--- config.mk ---
export PLATFORM = sky130hd
export DESIGN_NAME = hilo_mdu_flat
export DESIGN_NICKNAME = d
export VERILOG_FILES = /design/src/rtl/hilo_mdu_if.sv /design/src/rtl/hilo_mdu.sv /design/src/flat_wrapper.sv
export SDC_FILE = /design/constraint.sdc
export NUM_CORES = 1
export LEC_CHECK = 0
export CORE_ASPECT_RATIO = 0.6
export CORE_UTILIZATION = 32
export CTS_CLUSTER_DIAMETER = 40
export DETAILED_ROUTE_END_ITERATION = 7
export PLACE_DENSITY = 0.59
export SKIP_LAST_GASP = 1
export SLEW_MARGIN = 25
export SYNTH_ARGS = -nofsm -noshare
export SYNTH_HDL_FRONTEND = slang
export SYNTH_SLANG_ARGS = --single-unit
--- constraint.sdc ---
create_clock -name clk -period 3.4 [get_ports clk]
set_clock_uncertainty 0.15 [all_clocks]
set_input_delay 0.68 -clock clk [delete_from_list [all_inputs] [get_ports clk]]
set_output_delay 0.68 -clock clk [all_outputs]
set_load 0.03 [all_outputs]
--- src/rtl/hilo_mdu_if.sv ---
// hilo_mdu_if: request/result bundle between the EX stage and the HI/LO
// multiply/divide unit. master = pipeline side, slave = hilo_mdu.
//
// Handshake: a request is taken on a rising edge where op_valid & op_ready &
// ~cancel. The source keeps op_valid/op_code/src_a/src_b stable until it sees
// op_ready; requests made while op_ready=0 are not queued.
interface hilo_mdu_if #(
    parameter int WIDTH = 32
);
    logic             op_valid;
    logic [2:0]       op_code;
    logic [WIDTH-1:0] src_a;
    logic [WIDTH-1:0] src_b;
    logic             cancel;
    logic             op_ready;
    logic             busy;
    logic             stallreq;
    logic             done;
    logic             div_by_zero;
    logic [WIDTH-1:0] hi_rdata;
    logic [WIDTH-1:0] lo_rdata;
    logic [1:0]       dbg_state;

    modport master (
        output op_valid, op_code, src_a, src_b, cancel,
        input  op_ready, busy, stallreq, done, div_by_zero,
               hi_rdata, lo_rdata, dbg_state
    );

    modport slave (
        input  op_valid, op_code, src_a, src_b, cancel,
        output op_ready, busy, stallreq, done, div_by_zero,
               hi_rdata, lo_rdata, dbg_state
    );
endinterface

--- src/rtl/hilo_mdu.sv ---
// hilo_mdu: HI/LO register pair with an iterative radix-2 multiply/divide
// unit (WIDTH steps per operation). FSM: IDLE -> RUN -> WB -> IDLE.
// Optional macro HILO_FAST_MUL_EN: MULT/MULTU complete in one cycle through a
// combinational multiplier; DIV/DIVU stay iterative.
// dbg_state on the interface exposes the FSM state (0 IDLE, 1 RUN, 2 WB).
module hilo_mdu #(
    parameter int WIDTH = 32
) (
    input logic       clk,
    input logic       rst,
    hilo_mdu_if.slave bus
);
    localparam int CW = $clog2(WIDTH + 1);
    localparam logic [CW-1:0] CNT_INIT = CW'(WIDTH);
    localparam logic [CW-1:0] CNT_LAST = CW'(1);

    localparam logic [2:0] OP_MULT  = 3'd1;
    localparam logic [2:0] OP_MULTU = 3'd2;
    localparam logic [2:0] OP_DIV   = 3'd3;
    localparam logic [2:0] OP_DIVU  = 3'd4;
    localparam logic [2:0] OP_MTHI  = 3'd5;
    localparam logic [2:0] OP_MTLO  = 3'd6;

    typedef enum logic [1:0] {
        S_IDLE = 2'd0,
        S_RUN  = 2'd1,
        S_WB   = 2'd2
    } state_t;

    state_t           state_q, state_d;
    logic [CW-1:0]    cnt_q, cnt_d;
    logic [WIDTH-1:0] hi_q, hi_d;
    logic [WIDTH-1:0] lo_q, lo_d;
    // acc_hi: running product high half / partial remainder
    // acc_lo: multiplier being shifted out / dividend shifting into quotient
    logic [WIDTH-1:0] acc_hi_q, acc_hi_d;
    logic [WIDTH-1:0] acc_lo_q, acc_lo_d;
    // opnd: |multiplicand| for mul, |divisor| for div
    logic [WIDTH-1:0] opnd_q, opnd_d;
    logic             sign_a_q, sign_a_d;
    logic             sign_b_q, sign_b_d;
    logic             is_div_q, is_div_d;
    logic             is_signed_q, is_signed_d;
    logic             done_q, done_d;
    logic             dbz_q, dbz_d;

    // Request decode
    logic             accept;
    logic             is_mul_op, is_div_op, is_signed_op, start_iter;
    logic             a_neg, b_neg;
    logic [WIDTH-1:0] a_mag, b_mag;

    assign accept       = bus.op_valid & (state_q == S_IDLE) & ~bus.cancel;
    assign is_mul_op    = (bus.op_code == OP_MULT) | (bus.op_code == OP_MULTU);
    assign is_div_op    = (bus.op_code == OP_DIV)  | (bus.op_code == OP_DIVU);
    assign is_signed_op = (bus.op_code == OP_MULT) | (bus.op_code == OP_DIV);
    assign a_neg        = is_signed_op & bus.src_a[WIDTH-1];
    assign b_neg        = is_signed_op & bus.src_b[WIDTH-1];
    // -(-2^(WIDTH-1)) wraps to 2^(WIDTH-1), which is the correct magnitude unsigned
    assign a_mag        = a_neg ? -bus.src_a : bus.src_a;
    assign b_mag        = b_neg ? -bus.src_b : bus.src_b;

`ifdef HILO_FAST_MUL_EN
    logic [2*WIDTH-1:0] ext_a, ext_b, fast_prod;
    assign ext_a      = is_signed_op ? {{WIDTH{bus.src_a[WIDTH-1]}}, bus.src_a}
                                     : {{WIDTH{1'b0}}, bus.src_a};
    assign ext_b      = is_signed_op ? {{WIDTH{bus.src_b[WIDTH-1]}}, bus.src_b}
                                     : {{WIDTH{1'b0}}, bus.src_b};
    assign fast_prod  = ext_a * ext_b;
    assign start_iter = accept & is_div_op;
`else
    assign start_iter = accept & (is_mul_op | is_div_op);
`endif

    // Single iteration step helpers
    logic [WIDTH:0]     mul_sum;
    logic [WIDTH:0]     div_shift;
    logic               div_fits;
    logic [WIDTH-1:0]   div_rem;
    logic [2*WIDTH-1:0] prod_raw, prod_fix;
    logic [WIDTH-1:0]   quo_fix, rem_fix;

    assign mul_sum   = {1'b0, acc_hi_q} + (acc_lo_q[0] ? {1'b0, opnd_q} : {(WIDTH+1){1'b0}});
    assign div_shift = {acc_hi_q, acc_lo_q[WIDTH-1]};
    assign div_fits  = div_shift >= {1'b0, opnd_q};
    // Remainder after a successful trial always fits in WIDTH bits
    assign div_rem   = div_shift[WIDTH-1:0] - opnd_q;
    assign prod_raw  = {acc_hi_q, acc_lo_q};
    assign prod_fix  = (is_signed_q & (sign_a_q ^ sign_b_q)) ? -prod_raw : prod_raw;
    assign quo_fix   = (is_signed_q & (sign_a_q ^ sign_b_q)) ? -acc_lo_q : acc_lo_q;
    assign rem_fix   = (is_signed_q & sign_a_q) ? -acc_hi_q : acc_hi_q;

    // FSM state register
    always_ff @(posedge clk or negedge rst) begin
        if (!rst) state_q <= S_IDLE;
        else      state_q <= state_d;
    end

    // FSM next-state logic; cancel always returns to IDLE
    always_comb begin
        state_d = state_q;
        case (state_q)
            S_IDLE:  if (start_iter) state_d = S_RUN;
            S_RUN: begin
                if (bus.cancel)              state_d = S_IDLE;
                else if (cnt_q == CNT_LAST)  state_d = S_WB;
            end
            S_WB:    state_d = S_IDLE;
            default: state_d = S_IDLE;
        endcase
    end

    // FSM / register outputs
    always_comb begin
        bus.op_ready    = (state_q == S_IDLE);
        bus.busy        = (state_q != S_IDLE);
        bus.stallreq    = (state_q != S_IDLE);
        bus.done        = done_q;
        bus.div_by_zero = dbz_q;
        bus.hi_rdata    = hi_q;
        bus.lo_rdata    = lo_q;
        bus.dbg_state   = state_q;
    end

    // Datapath next values: operand load, iteration step, writeback
    always_comb begin
        hi_d        = hi_q;
        lo_d        = lo_q;
        acc_hi_d    = acc_hi_q;
        acc_lo_d    = acc_lo_q;
        opnd_d      = opnd_q;
        cnt_d       = cnt_q;
        sign_a_d    = sign_a_q;
        sign_b_d    = sign_b_q;
        is_div_d    = is_div_q;
        is_signed_d = is_signed_q;
        done_d      = 1'b0;
        dbz_d       = 1'b0;
        case (state_q)
            S_IDLE: begin
                if (accept) begin
                    if (bus.op_code == OP_MTHI) hi_d = bus.src_a;
                    if (bus.op_code == OP_MTLO) lo_d = bus.src_a;
`ifdef HILO_FAST_MUL_EN
                    if (is_mul_op) begin
                        hi_d   = fast_prod[2*WIDTH-1:WIDTH];
                        lo_d   = fast_prod[WIDTH-1:0];
                        done_d = 1'b1;
                    end
`endif
                end
                if (start_iter) begin
                    sign_a_d    = a_neg;
                    sign_b_d    = b_neg;
                    is_div_d    = is_div_op;
                    is_signed_d = is_signed_op;
                    cnt_d       = CNT_INIT;
                    acc_hi_d    = '0;
                    opnd_d      = is_div_op ? b_mag : a_mag;
                    acc_lo_d    = is_div_op ? a_mag : b_mag;
                end
            end
            S_RUN: begin
                if (!bus.cancel) begin
                    cnt_d = cnt_q - CNT_LAST;
                    if (is_div_q) begin
                        // restoring step: shift in next dividend bit, try subtract
                        acc_hi_d = div_fits ? div_rem : div_shift[WIDTH-1:0];
                        acc_lo_d = {acc_lo_q[WIDTH-2:0], div_fits};
                    end else begin
                        // shift-add step: add multiplicand on LSB, shift right
                        {acc_hi_d, acc_lo_d} = {mul_sum, acc_lo_q[WIDTH-1:1]};
                    end
                end
            end
            S_WB: begin
                if (!bus.cancel) begin
                    done_d = 1'b1;
                    if (!is_div_q) begin
                        hi_d = prod_fix[2*WIDTH-1:WIDTH];
                        lo_d = prod_fix[WIDTH-1:0];
                    end else if (opnd_q == '0) begin
                        dbz_d = 1'b1;
                    end else begin
                        hi_d = rem_fix;
                        lo_d = quo_fix;
                    end
                end
            end
            default: ;
        endcase
    end

    // Datapath registers
    always_ff @(posedge clk or negedge rst) begin
        if (!rst) begin
            cnt_q       <= '0;
            hi_q        <= '0;
            lo_q        <= '0;
            acc_hi_q    <= '0;
            acc_lo_q    <= '0;
            opnd_q      <= '0;
            sign_a_q    <= 1'b0;
            sign_b_q    <= 1'b0;
            is_div_q    <= 1'b0;
            is_signed_q <= 1'b0;
            done_q      <= 1'b0;
            dbz_q       <= 1'b0;
        end else begin
            cnt_q       <= cnt_d;
            hi_q        <= hi_d;
            lo_q        <= lo_d;
            acc_hi_q    <= acc_hi_d;
            acc_lo_q    <= acc_lo_d;
            opnd_q      <= opnd_d;
            sign_a_q    <= sign_a_d;
            sign_b_q    <= sign_b_d;
            is_div_q    <= is_div_d;
            is_signed_q <= is_signed_d;
            done_q      <= done_d;
            dbz_q       <= dbz_d;
        end
    end
endmodule

--- src/flat_wrapper.sv ---
// flat-port wrapper written by rule: the top's interface ports become plain ports
module hilo_mdu_flat 
#(
    parameter int WIDTH = 32
)
  (clk, rst, bus_op_valid, bus_op_code, bus_src_a, bus_src_b, bus_cancel, bus_op_ready, bus_busy, bus_stallreq, bus_done, bus_div_by_zero, bus_hi_rdata, bus_lo_rdata, bus_dbg_state);
  hilo_mdu_if #(.WIDTH(WIDTH)) bus_i ();
  input logic clk;
  input logic rst;
  input wire logic [$bits(bus_i.op_valid)-1:0] bus_op_valid;
  input wire logic [$bits(bus_i.op_code)-1:0] bus_op_code;
  input wire logic [$bits(bus_i.src_a)-1:0] bus_src_a;
  input wire logic [$bits(bus_i.src_b)-1:0] bus_src_b;
  input wire logic [$bits(bus_i.cancel)-1:0] bus_cancel;
  output wire logic [$bits(bus_i.op_ready)-1:0] bus_op_ready;
  output wire logic [$bits(bus_i.busy)-1:0] bus_busy;
  output wire logic [$bits(bus_i.stallreq)-1:0] bus_stallreq;
  output wire logic [$bits(bus_i.done)-1:0] bus_done;
  output wire logic [$bits(bus_i.div_by_zero)-1:0] bus_div_by_zero;
  output wire logic [$bits(bus_i.hi_rdata)-1:0] bus_hi_rdata;
  output wire logic [$bits(bus_i.lo_rdata)-1:0] bus_lo_rdata;
  output wire logic [$bits(bus_i.dbg_state)-1:0] bus_dbg_state;
  assign bus_i.op_valid = bus_op_valid;
  assign bus_i.op_code = bus_op_code;
  assign bus_i.src_a = bus_src_a;
  assign bus_i.src_b = bus_src_b;
  assign bus_i.cancel = bus_cancel;
  assign bus_op_ready = bus_i.op_ready;
  assign bus_busy = bus_i.busy;
  assign bus_stallreq = bus_i.stallreq;
  assign bus_done = bus_i.done;
  assign bus_div_by_zero = bus_i.div_by_zero;
  assign bus_hi_rdata = bus_i.hi_rdata;
  assign bus_lo_rdata = bus_i.lo_rdata;
  assign bus_dbg_state = bus_i.dbg_state;
  hilo_mdu #(.WIDTH(WIDTH)) u_core (.clk(clk), .rst(rst), .bus(bus_i));
endmodule
==> metrics.yaml <==
sta:
  tightest_slew_ns: 1.02
  maxSlewViolCount: 0
  fmax_mhz: 278
  setup_viol: 31
  period_share_pct: 106
  min_period_ns: 3.59
  setup_slack_ns: -0.191
  hold_viol_final: 0
  rsz0062_at_grt: "yes"
  max_slew_margin_pct: 31.7
min_path:
  hold_path.class: "in2async"
synthesis:
  synth_ff_type: "dfrtp_1"
  ys_types: 78
  synth_edf_count: 0
  async_flop_share_pct: 100
  synth-seq-area-share_pct: 28.3
  synthTopCellsByArea: "dfrtp_1, nor2_1, a21oi_1"
  synth-seq-cells: 174
  synthesis.nets: 2188
  synth_cells: 2045
  yosysWarnings: 0
  synth.avg_cell_area_um2: 7.52
  synthTopCellsByCount: "nor2_1, nand2_1, a21oi_1, dfrtp_1, o21ai_0"
  yosys.area.top_type_share_pct: 28.3
  yosys.area.top_type: "dfrtp_1"
  synth_area_um2: 15400
  yosysMostFrequentCell: "nor2_1"
route:
  drt_iter0_drc: 2016
  wl_per_cell_um: 23.2
  firstDrtPassIters: 5
  drt-total-wl_um: 72400
  viasPerCell: 5.71
  vias: 17800
  postRouteAntennaNets: 0
  drc_errors: 0
floorplan:
  die_y_um: 172
  start_util_pct: 32.8
  die_x_um: 285
  dieArea_um2: 49000
  num_rows: 61
  core_um2: 46900
  ios: 142
cts:
  clock_path_buffers: 2
  root_buffer: "clkbuf_16"
  clk_latency_ns: 0.46
  clk_pin_slew_ns: 0.08
  cts_tree: "done"
  numCtsBuffers: 17
  cts_htree_levels: 4
  cts_sinks: 174
worst_setup_path:
  path_class: "reg2reg"
  crit_required_ns: 3.60
  end_kind: "flop"
  start_kind: "flop"
  cp_cell_sequence: "inv_2 > ha_4 > nor2b_4 > o211ai_1 > a31oi_1 > or4_4 > a2111oi_4 > o31a_1 > o21ai_4 > buf_6 > mux2i_1 > a21oi_1 > a21o_1"
  cpPeakStageDelay_ns: 0.48
  arrival_ns: 3.79
  cp_max_fo: 8
  reg2reg_slack_ns: -0.19
  cp_slowest_cell: "or4_4"
placement:
  numPortBuffers: 141
  hpwl_um: 57800
  placed_area_um2: 20100
  gp_congestion: 1.01
  dp_cells: 3062
global_route:
  grt_pass1_wl_um: 106000
  grt_max_degree: 57
  grt_pass1_vias: 16400
  grt_overflow_total: 0
  grt_use_total_pct: 29.3
  antenna_found_initial: 1
power_and_ir_drop:
  leakage_uw: 0.00955
  power_density_nw_per_um2: 887
  p_total_uw: 19100
  ir_drop_mv: 0.436
layout:
  drive_gt1_share_pct: 22.4
  design_area_um2: 21600
  fin_cells: 3121
  syn2layout_area_growth_pct: 40.4
  diodes: 0
  nets: 2622
job:
  cap_violations: 0
run_status:
  outcome: "complete, but fails checks"
  violations: "negative setup slack"
==> logic make-up (layout without fill, tap and decap cells) <==
group	Yosys count	in the layout	share of synthesized area, %
buf+inv	196	641	4.91
xor+xnor	173	173	9.86
compound gates	616	617	24.7
mux	61	61	4.01
flops	174	174	28.3
simple gates	753	753	22.2
fa+ha+maj	72	72	5.96
==> layer usage <==
layer | vias to the layer above | routed length, um | share of wire [%] | GRT usage [%]
met2 | 921 | 26600 | 37 | 37.4
met1 | 8706 | 35300 | 49 | 45.8
met5 | - | 0 | 0 | 0
li1 | 8158 | - | - | -
met3 | 50 | 9800 | 14 | 10.0
met4 | 0 | 750 | 1.0 | 4.86
==> path summary, 6_finish.rpt <==
path | from | depth (start not counted) | to
worst max-delay path | u_core.opnd_q[1] | 13 | u_core.acc_hi_q[3]
worst min register to register | u_core.bus.lo_rdata[23] | 1 | u_core.bus.lo_rdata[23]
min in group clk | u_core.bus.lo_rdata[23] | 1 | u_core.bus.lo_rdata[23]
max in group asynchronous | rst | 2 | u_core.acc_lo_q[17]
worst max register to register | u_core.opnd_q[1] | 13 | u_core.acc_hi_q[3]
worst min-delay path | rst | 1 | u_core.bus.hi_rdata[13]
==> sequential cells by signal, summed over array words and instances, names as in the netlist, 2 cells and up <==
signal and flops:
u_core.acc_hi_q 32, u_core.acc_lo_q 32, u_core.bus.dbg_state 2, u_core.bus.hi_rdata 32
u_core.bus.lo_rdata 32, u_core.cnt_q 6, u_core.opnd_q 32
==> per-stage QoR <==
stage	hold slack [ns]	util, %	setup slack (ns)	TNS (ns)
4_1_cts	0.0467	45.1	-0.0767	-0.682
2_1_floorplan	0.234	-	0.0178	0
5_1_grt	0.0649	46.1	-0.253	-5.03
6_report	0.0248	46.1	-0.191	-3.45
3_5_place_dp	0.317	42.9	-0.516	-19.62
3_3_place_gp	0.309	42.9	-0.513	-17.36
==> final cells by class <==
type,count,area (um2)
repair buffers,544,4670
fillers,4634,25300
flip-flops and latches,174,4360
clock inverters,14,173
well taps,630,788
inverters,66,248
multi-input cells,1676,10900
clock buffers,17,425
==> repair_timing <==
item | in CTS | in global routing
setup buffers | 17 | 11
pin swaps | 40 | 56
resized for setup | 71 | 80
gates cloned | 2 | 1
endpoints found under the setup margin | 52 | 73
hold buffers | 0 | 0
==> power breakdown <==
group          internal (uW)  total (uW)  switching, uW
sequential              2780        3470            689
combinational           5970       13600           7610
clock                   1050        2090           1040
total                   9800       19100           9340
==> worst max-delay path, delay by kind of cell (launching register included) <==
| family | cells | cell delay, ns |
|---|---|---|
| AOI/OAI and AO/OA | 7 | 1.59 |
| adders and majority gates | 1 | 0.20 |
| buffers and inverters | 2 | 0.36 |
| DFF | 1 | 0.40 |
| muxes | 1 | 0.17 |
| and+or+nand+nor | 2 | 0.60 |
==> cells in the final DEF (no fill, tap or decap), types with 14 or more instances in the layout <==
cell type,instances
nand3_1,32
nand4_1,17
dfrtp_1,172
nand2_1,230
a21o_1,35
o31ai_1,65
xnor2_1,87
clkbuf_16,18
o21ai_0,131
buf_4,374
a21oi_1,170
buf_6,18
nor4_1,31
a31oi_1,25
ha_1,65
o211ai_1,16
nor2_1,277
and2_1,14
inv_1,60
a211oi_1,19
mux2i_1,54
nand2b_1,15
o21ai_1,24
clkdlybuf4s50_1,136
nor3_1,32
xor2_1,83
Note: power is estimated with default switching activity, not from simulation.
